File: src/rtl/cic_pkg.sv
// Shared constants and width helpers for the CIC decimator and its comb stages.
package cic_pkg;

    localparam int DEF_IN_WIDTH  = 16;
    localparam int DEF_OUT_WIDTH = 16;
    localparam int DEF_STAGES    = 3;
    localparam int DEF_DECIM     = 16;
    localparam int DEF_DIFF_DLY  = 1;

    function automatic int clog2(input int value);
        int r;
        r = 0;
        while ((1 << r) < value) r = r + 1;
        return r;
    endfunction

    // Bit growth of an N-stage CIC is N*log2(R*M) on top of the input width.
    function automatic int acc_width(input int in_width, input int stages,
                                     input int decim, input int diff_dly);
        return in_width + stages * clog2(decim * diff_dly);
    endfunction

endpackage

File: src/rtl/cic_comb_stage.sv
// One CIC comb section: y <= x - x delayed by DIFF_DLY decimated samples,
// advancing only on in_valid; the valid bit is forwarded one cycle later.
module cic_comb_stage
    import cic_pkg::*;
#(
    parameter int ACC_W    = 28,
    parameter int DIFF_DLY = 1
) (
    input  logic             clock,
    input  logic             reset,
    input  logic             in_valid,
    input  logic [ACC_W-1:0] x,
    output logic [ACC_W-1:0] y,
    output logic             out_valid
);

    logic [ACC_W-1:0] y_q, y_d;
    logic [ACC_W-1:0] dly_q [DIFF_DLY];
    logic [ACC_W-1:0] dly_d [DIFF_DLY];
    logic             v_q, v_d;

    always_comb begin
        y_d   = y_q;
        dly_d = dly_q;
        v_d   = in_valid;
        if (in_valid) begin
            y_d      = x - dly_q[DIFF_DLY-1];
            dly_d[0] = x;
            for (int i = 1; i < DIFF_DLY; i++) begin
                dly_d[i] = dly_q[i-1];
            end
        end
    end

    always_ff @(posedge clock) begin
        if (reset) begin
            y_q <= '0;
            v_q <= 1'b0;
            for (int i = 0; i < DIFF_DLY; i++) begin
                dly_q[i] <= '0;
            end
        end else begin
            y_q   <= y_d;
            v_q   <= v_d;
            dly_q <= dly_d;
        end
    end

    assign y         = y_q;
    assign out_valid = v_q;

endmodule

File: src/rtl/cic_decimator.sv
// N-stage CIC decimator: integrators at input rate, decimate by R, comb chain at
// output rate, MSB-truncated output with a one-cycle valid pulse.
module cic_decimator
    import cic_pkg::*;
#(
    parameter int IN_WIDTH  = DEF_IN_WIDTH,
    parameter int OUT_WIDTH = DEF_OUT_WIDTH,
    parameter int STAGES    = DEF_STAGES,
    parameter int DECIM     = DEF_DECIM,
    parameter int DIFF_DLY  = DEF_DIFF_DLY,
    localparam int ACC_W    = acc_width(IN_WIDTH, STAGES, DECIM, DIFF_DLY),
    localparam int CNT_W    = clog2(DECIM)
) (
    input  logic                 clock,
    input  logic                 reset,
    input  logic                 enable,
    input  logic [IN_WIDTH-1:0]  data_in,
    input  logic                 data_in_valid,
    output logic [OUT_WIDTH-1:0] data_out,
    output logic                 data_out_valid,
    output logic [CNT_W-1:0]     dec_count
);

    logic [ACC_W-1:0] integ_q [STAGES];
    logic [ACC_W-1:0] integ_d [STAGES];
    logic [CNT_W-1:0] cnt_q, cnt_d;
    logic [ACC_W-1:0] dec_q, dec_d;
    logic             v0_q, v0_d;
    logic             acc_en;

    // Integrators wrap modulo 2^ACC_W by design; the combs undo the wrap exactly.
    always_comb begin
        integ_d = integ_q;
        cnt_d   = cnt_q;
        dec_d   = dec_q;
        v0_d    = 1'b0;
        acc_en  = enable & data_in_valid;
        if (acc_en) begin
            integ_d[0] = integ_q[0] + {{(ACC_W-IN_WIDTH){data_in[IN_WIDTH-1]}}, data_in};
            for (int k = 1; k < STAGES; k++) begin
                integ_d[k] = integ_q[k] + integ_q[k-1];
            end
            if (cnt_q == CNT_W'(DECIM - 1)) begin
                cnt_d = '0;
                dec_d = integ_q[STAGES-1];
                v0_d  = 1'b1;
            end else begin
                cnt_d = cnt_q + 1'b1;
            end
        end
    end

    always_ff @(posedge clock) begin
        if (reset) begin
            cnt_q <= '0;
            dec_q <= '0;
            v0_q  <= 1'b0;
            for (int k = 0; k < STAGES; k++) begin
                integ_q[k] <= '0;
            end
        end else begin
            cnt_q   <= cnt_d;
            dec_q   <= dec_d;
            v0_q    <= v0_d;
            integ_q <= integ_d;
        end
    end

    logic [ACC_W-1:0] comb_x [STAGES+1];
    logic [STAGES:0]  comb_v;

    assign comb_x[0] = dec_q;
    assign comb_v[0] = v0_q;

    // Comb chain runs regardless of enable so an in-flight sample always drains.
    for (genvar j = 0; j < STAGES; j++) begin : g_comb
        cic_comb_stage #(
            .ACC_W    (ACC_W),
            .DIFF_DLY (DIFF_DLY)
        ) u_comb (
            .clock     (clock),
            .reset     (reset),
            .in_valid  (comb_v[j]),
            .x         (comb_x[j]),
            .y         (comb_x[j+1]),
            .out_valid (comb_v[j+1])
        );
    end

    assign data_out       = comb_x[STAGES][ACC_W-1 -: OUT_WIDTH];
    assign data_out_valid = comb_v[STAGES];
    assign dec_count      = cnt_q;

endmodule

File: config.mk
export PLATFORM = sky130hd
export DESIGN_NAME = cic_decimator
export DESIGN_NICKNAME = d
export VERILOG_FILES = /design/src/rtl/cic_pkg.sv /design/src/rtl/cic_comb_stage.sv /design/src/rtl/cic_decimator.sv
export SDC_FILE = /design/constraint.sdc
export NUM_CORES = 1
export LEC_CHECK = 0
export BUFFER_PORTS_ARGS = -buffer_cell sky130_fd_sc_hd__buf_2
export CAP_MARGIN = 20
export CORE_ASPECT_RATIO = 0.75
export CORE_MARGIN = 2
export CORE_UTILIZATION = 60
export CTS_CLUSTER_DIAMETER = 100
export DETAILED_ROUTE_END_ITERATION = 6
export PLACE_DENSITY = 0.89
export SLEW_MARGIN = 20
export SYNTH_ARGS = -nofsm -noshare
export SYNTH_HDL_FRONTEND = slang
export SYNTH_SLANG_ARGS = --single-unit
File: constraint.sdc
create_clock -name clock -period 4.46 [get_ports clock]
set_input_delay 0.669 -clock clock [delete_from_list [all_inputs] [get_ports clock]]
set_output_delay 0.669 -clock clock [all_outputs]
set_load 0.1 [all_outputs]
==> results.md <==
* Clk_lat worst skew at 0.56 ns
* Grt ovf at 0
* GRT Overall Usage at 26.2%
* Crit-path slowest cell: a221oi_1
* # setup viols final at 0
* Layout cells sized above 1 at 6.06%
* Number of enable flip-flop cells after synthesis at 0
* Starting DRC count in detailed routing at 1,086
* Core area at 0.0281 mm2
* CTS Buf Count at 29
* Std cell rows at 53
* Worst setup SP type: flop
* Port Buffer Count at 40
* Maximum VDD drop at 211 uV
* First-pass GRT wire length at 66.7 mm
* Post-Route WL at 39.7 mm
* Total clock sinks at 276
* Vias in the first global route at 14.2k
* Initial Util at 61.3%
* Cts repair resizes at 0
* Fill cell count at 2,184
* Crit path max fanout at 3
* Bufs on Longest Clock Path at 3
* Die height at 151 um
* Period utilisation layout at 85.2%
* Mapped cell area at 0.0172 mm2
* H-tree depth at 1
* Most used cell, CP: a21oi_1
* Final-stage net count at 2,278
* Ant diodes at 0
* Reg clk slew, reported paths at 0.07 ns
* Netlist cell types at 74
* CP delay by family, top: compound AO/OA/AOI/OAI gates
* Pwr Density at 301 mW/mm2
* Worst Skew at 0.0249 ns
* RSZ-0062 raised after global routing: no
* Final antenna-violating net count at 0
* IO Pins at 41
* Leakage at 7.78 nW
* Post-CTS Setup Inserts at 0
* Post-synthesis sequential area ratio at 32.1%
* Antenna violations before repair at 0
* Vias per std cell at 5.98
* Number of remaining DRC errors at 0
* Slew HR at 29.1%
* Critical Path, Cell by Cell: ha_1, fa_1, a21oi_1, o21ai_1, a211oi_1, o31ai_1, a221oi_1, o211ai_1, a21bo_1, a21oi_1, nor4_1, nand3b_1
* Post-Syn Instances at 2,107
* Fmax at 0.263 GHz
* Status: finished, final reports clean
* Total Die Area at 0.0301 mm2
* Via count at 14.9k
* Ys Warns at 0
* Minimum clock period at 3.80 ns
* CTS tree: built
* Post-detail-place hpwl at 27.0 mm
* Max-cap violations at 0
* Worst hold path class: reg -> reg
* Yosys reg bits at 276
* Average routed wire per standard cell at 15.9 um
* Syn_area_per_cell at 8.18 um2
* Worst Setup End Kind: flop
* Ys flop type: dfxtp_1
* Synth-to-Final Area Change at 8.39%
* Gpl congestion at 0.937
* Overall Power at 5.63 mW
* Syn nets at 2,294
* CTS root buf: clkbuf_16
* Slew Viols, Final at 0
* Worst Path Required at 4.89 ns
* DRT Pass-1 Iters at 6
* CP max stage delay at 0.60 ns
* Asr flop ratio synth at 0%
* Worst slew pin tran at 1.06 ns
* Largest net degree at the start of global routing at 130
* Final Hold Fails at 0
* CP arrival at 4.23 ns
* Setup CP Type: reg -> reg
* WP buf/inv at 0
* Fin Setup TNS at 0 ns
* Hold-fix buffers at CTS at 0
* Die width at 200 um
-- synthesized netlist by cell type (26+ instances only) --
master / count / area share (%)
a21o_1: 64 / 2.8
a21oi_1: 204 / 5.9
buf_1: 26 / 0.57
clkbuf_1: 60 / 1.3
dfxtp_1: 276 / 32
ha_1: 162 / 12
inv_1: 126 / 2.7
mux2i_1: 129 / 7.5
nand2_1: 246 / 5.4
nand2b_1: 38 / 1.4
nand3_1: 34 / 0.99
nor2_1: 202 / 4.4
o21a_1: 31 / 1.4
o21ai_0: 56 / 1.6
xnor2_1: 70 / 3.6
xor2_1: 45 / 2.3
-- worst reg2reg max path: stages, from the launching register on --
cell and delay (ns):
dfxtp_1 0.33, ha_1 0.21, fa_1 0.41, a21oi_1 0.24
o21ai_1 0.18, a211oi_1 0.47, o31ai_1 0.24, a221oi_1 0.60
o211ai_1 0.27, a21bo_1 0.25, a21oi_1 0.21, nor4_1 0.07
nand3b_1 0.20
-- cell usage in the layout (no fill, tap or decap), types with 20 or more instances in the layout --
master and count:
a21o_1 64, a31oi_1 20, inv_1 126, o21ai_0 56, xor2_1 45, xnor2_1 70, nor2_1 201, dfxtp_1 273
nand2_1 245, clkbuf_16 29, mux2i_1 129, o21a_1 31, a211oi_1 24, buf_2 39, o21bai_1 20, a21oi_1 204
nor3_1 24, nand3_1 34, ha_1 162, o21ai_1 21, nand2b_1 38
-- where the power goes --
group / internal [mW] / total, mW / switching [mW]
clock network: 1.62 / 2.67 / 1.05
registers: 2.50 / 2.53 / 0.0323
logic: 0.162 / 0.431 / 0.269
-- per-layer routing --
metal	track usage, %	up-vias	part of all wire (%)	wire length [um]
met3	2.83	81	5.2	2080
met2	44.5	445	46	18300
met4	7.00	0	2.0	782
met1	35.6	7052	47	18500
met5	0	-	0	0
li1	-	7342	-	-
-- metrics by stage --
stage               instances  setup WS [ns]  util (%)  hold slack, ns  instance area, um2
floorplan                2107           1.21         -           0.444               17200
global placement         2445          0.491      62.7           0.460               17600
detailed placement       2445          0.349      62.7           0.468               17600
CTS                      2497          0.714      66.4           0.473               18700
global route             2497          0.451      66.4           0.497               18700
finish                   2497          0.660      66.4           0.467               18700
-- layout make-up --
cell class | instances | area, um2 | area share (%)
timing repair buffer | 55 | 334 | 1.79
clock buffer | 35 | 788 | 4.22
inverter | 126 | 473 | 2.53
tap | 385 | 482 | 2.58
sequential | 276 | 5530 | 29.6
clock inverter | 17 | 270 | 1.45
multi-input combinational | 1603 | 10800 | 57.8
-- path summary, 6_finish.rpt --
path,start,to,slack [ns],cells after the start
worst max-delay path,integ_q[56]$_SDFFE_PP0P_,integ_q[82]$_SDFFE_PP0P_,0.66,12
worst min-delay path,integ_q[27]$_SDFFE_PP0P_,dec_q[27]$_SDFFE_PP0P_,0.47,2
worst max register to register,integ_q[56]$_SDFFE_PP0P_,integ_q[82]$_SDFFE_PP0P_,0.66,12
worst min register to register,integ_q[27]$_SDFFE_PP0P_,dec_q[27]$_SDFFE_PP0P_,0.47,2
-- registers in the layout (all words and copies together) (netlist names) --
register,cells
g_comb.u_comb.dly_q,84
integ_q,84
g_comb.u_comb.y,72
dec_q,28
dec_count,4
g_comb.u_comb.out_valid,3
v0_q,1
-- cell families (layout without fill, tap and decap cells) --
kind of cell,Yosys count,in the layout,synth area share [%]
DFF,276,276,32.1
adders and majority gates,167,167,12.3
xor gates and xnor gates,115,115,5.84
muxes,133,133,7.75
buffers and inverters,228,233,5.31
and+or+nand+nor,661,661,17.5
AOI/OAI and AO/OA,527,527,19.2
Note: power is estimated with default switching activity, not from simulation.
